### config.mk
export PLATFORM = sky130hd
export DESIGN_NAME = pu_operand_sequencer_flat
export DESIGN_NICKNAME = d
export VERILOG_FILES = /design/src/rtl/pu_pkg.sv /design/src/rtl/pu_operand_sequencer_if.sv /design/src/rtl/pu_operand_shifter.sv /design/src/rtl/pu_operand_sequencer.sv /design/src/flat_wrapper.sv
export SDC_FILE = /design/constraint.sdc
export NUM_CORES = 2
export LEC_CHECK = 0
export CAP_MARGIN = 25
export CORE_AREA = 5 5 445 447
export CTS_CLUSTER_SIZE = 28
export DETAILED_ROUTE_END_ITERATION = 8
export DIE_AREA = 0 0 450 452
export SLEW_MARGIN = 20
export SYNTH_ARGS = -nofsm -noshare
export SYNTH_HDL_FRONTEND = slang
export SYNTH_SLANG_ARGS = --single-unit
export TNS_END_PERCENT = 1
### constraint.sdc
create_clock -name clk -period 67.9 [get_ports clk]
set_input_delay 13.58 -clock clk [delete_from_list [all_inputs] [get_ports clk]]
set_output_delay 13.58 -clock clk [all_outputs]
set_load 0.02 [all_outputs]
### src/rtl/pu_pkg.sv
// Shared definitions for the processing-unit datapath: element geometry defaults,
// round-count helpers and the operand sequencer state encoding.
package pu_pkg;

   localparam int PU_N_ELEM = 62;
   localparam int PU_ELEM_W = 8;
   localparam int PU_LANES  = 8;

   typedef enum logic {
      ST_IDLE   = 1'b0,
      ST_STREAM = 1'b1
   } state_t;

   // Number of LANES-wide rounds needed to cover n elements.
   function automatic int calc_rounds(input int n, input int l);
      return (n + l - 1) / l;
   endfunction

   // Round index width; a single-round neuron still needs a 1-bit counter.
   function automatic int calc_rnd_w(input int r);
      return (r > 1) ? $clog2(r) : 1;
   endfunction

endpackage

### src/rtl/pu_operand_sequencer_if.sv
// Handshake and operand bus between the layer controller, the operand sequencer
// and the PU multiply-accumulate datapath.
interface pu_operand_sequencer_if
   import pu_pkg::*;
#(
   parameter int N_ELEM = PU_N_ELEM,
   parameter int ELEM_W = PU_ELEM_W,
   parameter int LANES  = PU_LANES
) ();

   localparam int ROUNDS = calc_rounds(N_ELEM, LANES);
   localparam int RND_W  = calc_rnd_w(ROUNDS);

   logic                      start;
   logic [N_ELEM*ELEM_W-1:0]  inputs_neuron;
   logic [N_ELEM*ELEM_W-1:0]  weights_neuron;
   logic                      out_ready;
   logic                      out_valid;
   logic [LANES*ELEM_W-1:0]   selected_inputs;
   logic [LANES*ELEM_W-1:0]   selected_weights;
   logic [RND_W-1:0]          round;
   logic                      last_round;
   logic [LANES-1:0]          lane_mask;
   logic                      busy;
   logic                      done;

   modport master (
      output start, inputs_neuron, weights_neuron, out_ready,
      input  out_valid, selected_inputs, selected_weights, round,
             last_round, lane_mask, busy, done
   );

   modport slave (
      input  start, inputs_neuron, weights_neuron, out_ready,
      output out_valid, selected_inputs, selected_weights, round,
             last_round, lane_mask, busy, done
   );

endinterface

### src/rtl/pu_operand_shifter.sv
// Loadable operand buffer: captures a neuron vector zero-padded to whole rounds and
// shifts one round of lanes out of its low end per advance.
module pu_operand_shifter
   import pu_pkg::*;
#(
   parameter int N_ELEM = PU_N_ELEM,
   parameter int ELEM_W = PU_ELEM_W,
   parameter int LANES  = PU_LANES
) (
   input  logic                     clk,
   input  logic                     rst,
   input  logic                     load,
   input  logic                     shift,
   input  logic [N_ELEM*ELEM_W-1:0] din,
   output logic [LANES*ELEM_W-1:0]  dout
);

   localparam int ROUNDS = calc_rounds(N_ELEM, LANES);
   localparam int BUF_W  = ROUNDS * LANES * ELEM_W;
   localparam int RND_BW = LANES * ELEM_W;

   logic [BUF_W-1:0] buf_q;

   // The size cast zero-extends, so pad lanes of the final round read as zero;
   // shifting in zeros keeps drained lanes zero as well.
   always_ff @(posedge clk or posedge rst) begin
      if (rst) begin
         buf_q <= '0;
      end else if (load) begin
         buf_q <= BUF_W'(din);
      end else if (shift) begin
         buf_q <= buf_q >> RND_BW;
      end
   end

   assign dout = buf_q[RND_BW-1:0];

endmodule

### src/rtl/pu_operand_sequencer.sv
// Captures a neuron's input and weight vectors on start and streams them to the PU
// LANES elements per round under a valid/ready handshake.
module pu_operand_sequencer
   import pu_pkg::*;
#(
   parameter int N_ELEM = PU_N_ELEM,
   parameter int ELEM_W = PU_ELEM_W,
   parameter int LANES  = PU_LANES
) (
   input  logic                   clk,
   input  logic                   rst,
   pu_operand_sequencer_if.slave  bus
);

   localparam int ROUNDS = calc_rounds(N_ELEM, LANES);
   localparam int RND_W  = calc_rnd_w(ROUNDS);
   localparam int N_LAST = N_ELEM - (ROUNDS - 1) * LANES;

   localparam logic [LANES-1:0] FULL_MASK = '1;
   localparam logic [LANES-1:0] LAST_MASK = FULL_MASK >> (LANES - N_LAST);
   localparam logic [RND_W-1:0] LAST_RND  = RND_W'(ROUNDS - 1);

   state_t           state, state_nxt;
   logic [RND_W-1:0] round_q;
   logic             done_q;
   logic             load;
   logic             advance;
   logic             finish;

   always_ff @(posedge clk or posedge rst) begin
      if (rst) begin
         state <= ST_IDLE;
      end else begin
         state <= state_nxt;
      end
   end

   always_comb begin
      state_nxt = state;
      load      = 1'b0;
      advance   = 1'b0;
      finish    = 1'b0;
      case (state)
         ST_IDLE: begin
            if (bus.start) begin
               load      = 1'b1;
               state_nxt = ST_STREAM;
            end
         end
         ST_STREAM: begin
            // out_valid is implied by STREAM, so ready alone completes the handshake.
            if (bus.out_ready) begin
               advance = 1'b1;
               if (round_q == LAST_RND) begin
                  finish    = 1'b1;
                  state_nxt = ST_IDLE;
               end
            end
         end
         default: state_nxt = ST_IDLE;
      endcase
   end

   // Round index wraps to zero on the final handshake so IDLE always shows round 0.
   always_ff @(posedge clk or posedge rst) begin
      if (rst) begin
         round_q <= '0;
         done_q  <= 1'b0;
      end else begin
         done_q <= finish;
         if (load || finish) begin
            round_q <= '0;
         end else if (advance) begin
            round_q <= round_q + RND_W'(1);
         end
      end
   end

   pu_operand_shifter #(
      .N_ELEM (N_ELEM),
      .ELEM_W (ELEM_W),
      .LANES  (LANES)
   ) u_inputs (
      .clk   (clk),
      .rst   (rst),
      .load  (load),
      .shift (advance),
      .din   (bus.inputs_neuron),
      .dout  (bus.selected_inputs)
   );

   pu_operand_shifter #(
      .N_ELEM (N_ELEM),
      .ELEM_W (ELEM_W),
      .LANES  (LANES)
   ) u_weights (
      .clk   (clk),
      .rst   (rst),
      .load  (load),
      .shift (advance),
      .din   (bus.weights_neuron),
      .dout  (bus.selected_weights)
   );

   assign bus.out_valid  = (state == ST_STREAM);
   assign bus.busy       = (state == ST_STREAM);
   assign bus.done       = done_q;
   assign bus.round      = round_q;
   assign bus.last_round = (state == ST_STREAM) && (round_q == LAST_RND);
   assign bus.lane_mask  = (state != ST_STREAM) ? '0 :
                           (round_q == LAST_RND) ? LAST_MASK : FULL_MASK;

endmodule

### src/flat_wrapper.sv
// flat-port wrapper written by rule: the top's interface ports become plain ports
module pu_operand_sequencer_flat import pu_pkg::*;
#(
   parameter int N_ELEM = PU_N_ELEM,
   parameter int ELEM_W = PU_ELEM_W,
   parameter int LANES  = PU_LANES
)
  (clk, rst, bus_start, bus_inputs_neuron, bus_weights_neuron, bus_out_ready, bus_out_valid, bus_selected_inputs, bus_selected_weights, bus_round, bus_last_round, bus_lane_mask, bus_busy, bus_done);
  pu_operand_sequencer_if #(.N_ELEM(N_ELEM), .ELEM_W(ELEM_W), .LANES(LANES)) bus_i ();
  input  logic clk;
  input  logic rst;
  input wire logic [$bits(bus_i.start)-1:0] bus_start;
  input wire logic [$bits(bus_i.inputs_neuron)-1:0] bus_inputs_neuron;
  input wire logic [$bits(bus_i.weights_neuron)-1:0] bus_weights_neuron;
  input wire logic [$bits(bus_i.out_ready)-1:0] bus_out_ready;
  output wire logic [$bits(bus_i.out_valid)-1:0] bus_out_valid;
  output wire logic [$bits(bus_i.selected_inputs)-1:0] bus_selected_inputs;
  output wire logic [$bits(bus_i.selected_weights)-1:0] bus_selected_weights;
  output wire logic [$bits(bus_i.round)-1:0] bus_round;
  output wire logic [$bits(bus_i.last_round)-1:0] bus_last_round;
  output wire logic [$bits(bus_i.lane_mask)-1:0] bus_lane_mask;
  output wire logic [$bits(bus_i.busy)-1:0] bus_busy;
  output wire logic [$bits(bus_i.done)-1:0] bus_done;
  assign bus_i.start = bus_start;
  assign bus_i.inputs_neuron = bus_inputs_neuron;
  assign bus_i.weights_neuron = bus_weights_neuron;
  assign bus_i.out_ready = bus_out_ready;
  assign bus_out_valid = bus_i.out_valid;
  assign bus_selected_inputs = bus_i.selected_inputs;
  assign bus_selected_weights = bus_i.selected_weights;
  assign bus_round = bus_i.round;
  assign bus_last_round = bus_i.last_round;
  assign bus_lane_mask = bus_i.lane_mask;
  assign bus_busy = bus_i.busy;
  assign bus_done = bus_i.done;
  pu_operand_sequencer #(.N_ELEM(N_ELEM), .ELEM_W(ELEM_W), .LANES(LANES)) u_core (.clk(clk), .rst(rst), .bus(bus_i));
endmodule
Word level (Yosys, flattened, before mapping)
Cells that the tools add are included.
{"block": "word_totals", "regBits": 1029, "word_cells": 30}
{"block": "classes", "n_addsub": 1, "n_eq_ne": 1, "n_mux": 18, "bitwise_logic": 1, "reduce_logical": 4}
{"op": "$mux 512", "count": 4}
{"op": "$mux 8", "count": 2}
{"op": "$mux 1", "count": 9}
{"op": "$mux 3", "count": 2}
{"op": "$reduce_bool 2->1", "count": 2}
{"op": "$add 3x1->3 const B", "count": 1}
{"op": "$eq 3x3->1 const B", "count": 1}
{"op": "$pmux 1 s2", "count": 1}
{"op": "$logic_and 1x1->1", "count": 1}
{"op": "$logic_or 1x1->1", "count": 1}
{"op": "$not 1->1", "count": 1}

Longest topological paths before layout
{"block": "logic_depth", "word_depth": 6, "mapped_depth": 7, "mapped_depth_nobuf": 4}

By module
From an unflattened synthesis, not the netlist that was laid out.
{"block": "hier_totals", "cells_unflattened": 4463, "area_unflattened_um2": 46437.0}
{"module": "pu_operand_shifter", "n_inst": 2, "cells_per_inst": 2214, "area_per_inst_um2": 23043.4, "seq_area_each_um2": 12411.9}
{"module": "pu_operand_sequencer", "n_inst": 1, "cells_per_inst": 35, "area_per_inst_um2": 350.3, "seq_area_each_um2": 125.1}

Least setup slack after synthesis
Ideal clock, no wire load.
{"block": "synth_path", "path_kind": "register to output", "from": "register u_core.state, in the netlist u_core.bus.busy", "to": "output port bus_lane_mask[7]", "arrival_ns": 2.059, "required_ns": 54.320, "path_slack_ns": 52.261, "path_stages_with_launch": 8, "path_buffers": 6, "path_cell_list": "dfrtp_1 buf_2 buf_4 buf_2 buf_2 buf_4 nor2b_1 buf_4"}
{"block": "synth_between", "elab_chain_len": 1}
{"element": "start, declared", "line_no": "pu_operand_sequencer.sv:23", "rtl": "state_t state, state_nxt;"}
{"element": "start signal, assigned", "line_no": "pu_operand_sequencer.sv:34", "rtl": "state <= state_nxt;"}
{"element": "$mux 8", "line_no": "pu_operand_sequencer.sv:110", "rtl": "assign bus.lane_mask = (state != ST_STREAM) ? '0 :"}
{"element": "end, declared", "line_no": "flat_wrapper.sv:21", "rtl": "output wire logic [$bits(bus_i.lane_mask)-1:0] bus_lane_mask;"}
No other way between the ends.

Final worst setup path
{"block": "layout_path", "from": "input port bus_start", "to": "register u_core.u_inputs.buf_q[248]"}
{"block": "layout_between", "elab_chain_len": 3, "word_cells_on_any_way": 4, "cone_classes": "3 x mux; 1 x reduce/logical"}
{"element": "start, declared", "line_no": "flat_wrapper.sv:12", "rtl": "input wire logic [$bits(bus_i.start)-1:0] bus_start;"}
{"element": "$mux 1 *", "line_no": "pu_operand_sequencer.sv:45", "rtl": "if (bus.start) begin"}
{"element": "$mux 1 *", "line_no": "pu_operand_sequencer.sv:43", "rtl": "case (state)"}
{"element": "$mux 512 or $reduce_bool 2->1 (tied branches)"}
{"element": "end signal, assigned", "line_no": "pu_operand_shifter.sv:30", "rtl": "buf_q <= BUF_W'(din);"}
{"element": "end signal, assigned", "line_no": "pu_operand_shifter.sv:32", "rtl": "buf_q <= buf_q >> RND_BW;"}
{"element": "end, declared", "line_no": "pu_operand_shifter.sv:22", "rtl": "logic [BUF_W-1:0] buf_q;"}
Mark *: on every way between the ends. The rest lies on a longest branch, timed or not.
A chain may end at the register's enable or synchronous reset.

==> out/qor.yml <==
worstSetupStartpointType: "primary input"
most-common-layout-cells: "1358 x mux2i_1, 1136 x clkdlybuf4s50_1, 996 x dfrtp_1, 433 x and3_1"
cts_resized: 0
hold_viol: 0
slew_viol_final: 0
place.gp.congestion: 0.8668
die_x_um: 450
io_pins: 1139
hp-class: "register to register"
final_area_um2: 69340
synth_seq_cells: 997
detail_route.wl_per_cell_um: 24.56
timing.fmax_mhz: 56.77
synth_area_um2: 53130
syn_nets: 5409
port-buffer-count: 1138
cts_hold_buffers: 0
synthCells: 4411
cts_tree: "built"
post-cts-setup-buffer-count: 0
cap_viol_max_count: 0
path_max_fanout: 61
track_usage_pct: 18.08
fin_crit_ns: 17.61
crit_chain: "buf_8 -> buf_4 -> buf_4 -> buf_4 -> buf_4 -> buf_4 -> mux2i_1 -> mux2i_1"
fp-row-count: 162
drt-total-wl_um: 193000
fin_tns_setup_ns: 0
endpoint_kind: "register"
critPathKind: "primary input to register"
ys_seq_area_share_pct: 46.96
grt_pass1_wl_um: 279700
cp_slowest_stage_delay_ns: 0.88
ant_nets: 0
arrival_ns: 18.19
gr-total-overflow: 0
mostFrequentLayoutCell: "mux2i_1"
ys_warn_count: 0
critPathRequiredTime_ns: 68.48
area_delta_synth_final_pct: 30.50
cts.htree.levels: 3
synth.distinct_cells: 24
initial_core_util_pct: 27.42
dr.pass1.iters: 6
grt_max_degree: 248
cts_max_path_buffers: 3
clock-sinks: 997
status: "finished clean"
dieArea_um2: 203400
ir_drop_mv: 0.02287
rsz0062_at_grt: "no"
drt_iter0_markers: 2727
vias_per_cell: 4.943
setup_violations: 0
p_per_area_nw_per_um2: 32.08
leakage_nw: 40.58
maxSlewHeadroom_pct: 21.91
finalNetCount: 6162
insertion_delay_ns: 0.76
dp_hpwl_um: 137800
vias: 38840
grt_pass1_vias: 39900
period_share_pct: 25.94
cts_buffers: 116
core_area_um2: 193800
clock_skew_ns: 0.03804
worstMarginPinSlew_ns: 1.171
drive_above_1_share_pct: 4.902
cp_slowest_cell: "buf_4"
avgSynthCellArea_um2: 12.05
placed_area_um2: 65210
path_clk_slew_ns: 0.06
die_h_um: 452
drc: 0
root_buffer: "clkbuf_16"
grt_antenna_before_repair: 111
path_common_cell: "buf_4"
[through the flow]
stage          power, mW  std cells  utilization, %  worst slack [ns]  hold slack [ns]
6_report           2.224       7857           35.78             50.29           0.4772
5_1_grt            2.348       7835           35.76             50.16           0.4874
4_1_cts            2.253       7799           35.63             50.23           0.4807
3_5_place_dp       1.602       7582           33.65             49.38           0.4671
3_3_place_gp       1.585       7582           33.65             49.45           0.4591
2_1_floorplan      1.360       4411               -             26.27           0.4503
[power by group]
group	leakage, nW	switching [mW]	internal (mW)	total [mW]
clock network	1.92	0.273	0.365	0.638
logic	25.0	0.291	0.339	0.630
registers	13.6	0.169	0.788	0.957
total	40.6	0.732	1.49	2.22
[worst max-delay path: cells and delay by family]
kind / cells / cell delay (ns)
mux: 2 / 0.38
buf+inv: 6 / 3.97
[layout make-up]
cell class	count	area (um2)
clock inverters	52	504.2
flip-flops and latches	997	24950
multi-input cells	2849	25120
diodes	52	130.1
repair buffers	1199	12100
fillers	19110	124400
clock buffers	165	3339
well taps	2542	3181
inverters	1	11.26
[path summary, 6_finish.rpt]
check                                                   startpoint                                       to  slack [ns]  depth (start not counted)
max                                                      bus_start   u_core.u_inputs.buf_q[248]$_DFFE_PP0P_       50.29                          8
min                        u_core.u_weights.buf_q[138]$_DFFE_PP0P_  u_core.u_weights.buf_q[138]$_DFFE_PP0P_        0.48                          1
max reg2reg                              u_core.bus.busy$_DFF_PP0_   u_core.u_inputs.buf_q[161]$_DFFE_PP0P_       62.77                          6
min reg2reg                u_core.u_weights.buf_q[138]$_DFFE_PP0P_  u_core.u_weights.buf_q[138]$_DFFE_PP0P_        0.48                          1
max in group asynchronous                                      rst   u_core.u_inputs.buf_q[119]$_DFFE_PP0P_       50.86                          6
min in group asynchronous                                      rst  u_core.u_weights.buf_q[220]$_DFFE_PP0P_       13.27                          2
[flip-flops by register name, summed over array words and instances, names as in the netlist]
name                    flops
u_core.u_inputs.buf_q     496
u_core.bus.done             1
u_core.u_weights.buf_q    496
u_core.bus.round            3
u_core.bus.busy             1
[Yosys cell counts]
master,instances,area [um2]
mux2i_1,1359,13600
dfrtp_1,997,24950
and3_1,433,2709
a211o_1,416,3643
and3b_1,416,3643
buf_4,200,1501
clkbuf_1,190,713.2
buf_2,168,840.8
a22o_1,66,578.1
nand2_1,62,232.7
o22ai_1,62,387.9
a221o_1,16,160.2
buf_1,5,18.77
nand3_1,3,15.01
nand3b_1,3,22.52
or3b_1,3,26.28
ha_1,2,25.02
nand4b_1,2,17.52
nor2_1,2,7.510
nor2b_1,2,12.51
and2_1,1,6.260
clkbuf_2,1,5.000
inv_1,1,3.750
or4bb_1,1,11.26
[routing by layer]
metal	up-vias	track usage [%]	share of wire (%)	wire [um]
met2	1094	30.44	49	94580
met1	19360	21.99	41	78950
met5	-	0	0.32	615
met3	312	5.475	6.8	13140
li1	17990	-	-	-
met4	88	6.283	3.0	5713
[logic make-up after synthesis]
family,synth area share [%]
fa+ha+maj,0.04709
buf+inv,5.802
flops,46.96
compound gates,8.977
mux,25.60
simple gates,12.62
No activity file was read; power rests on OpenSTA's default activity.
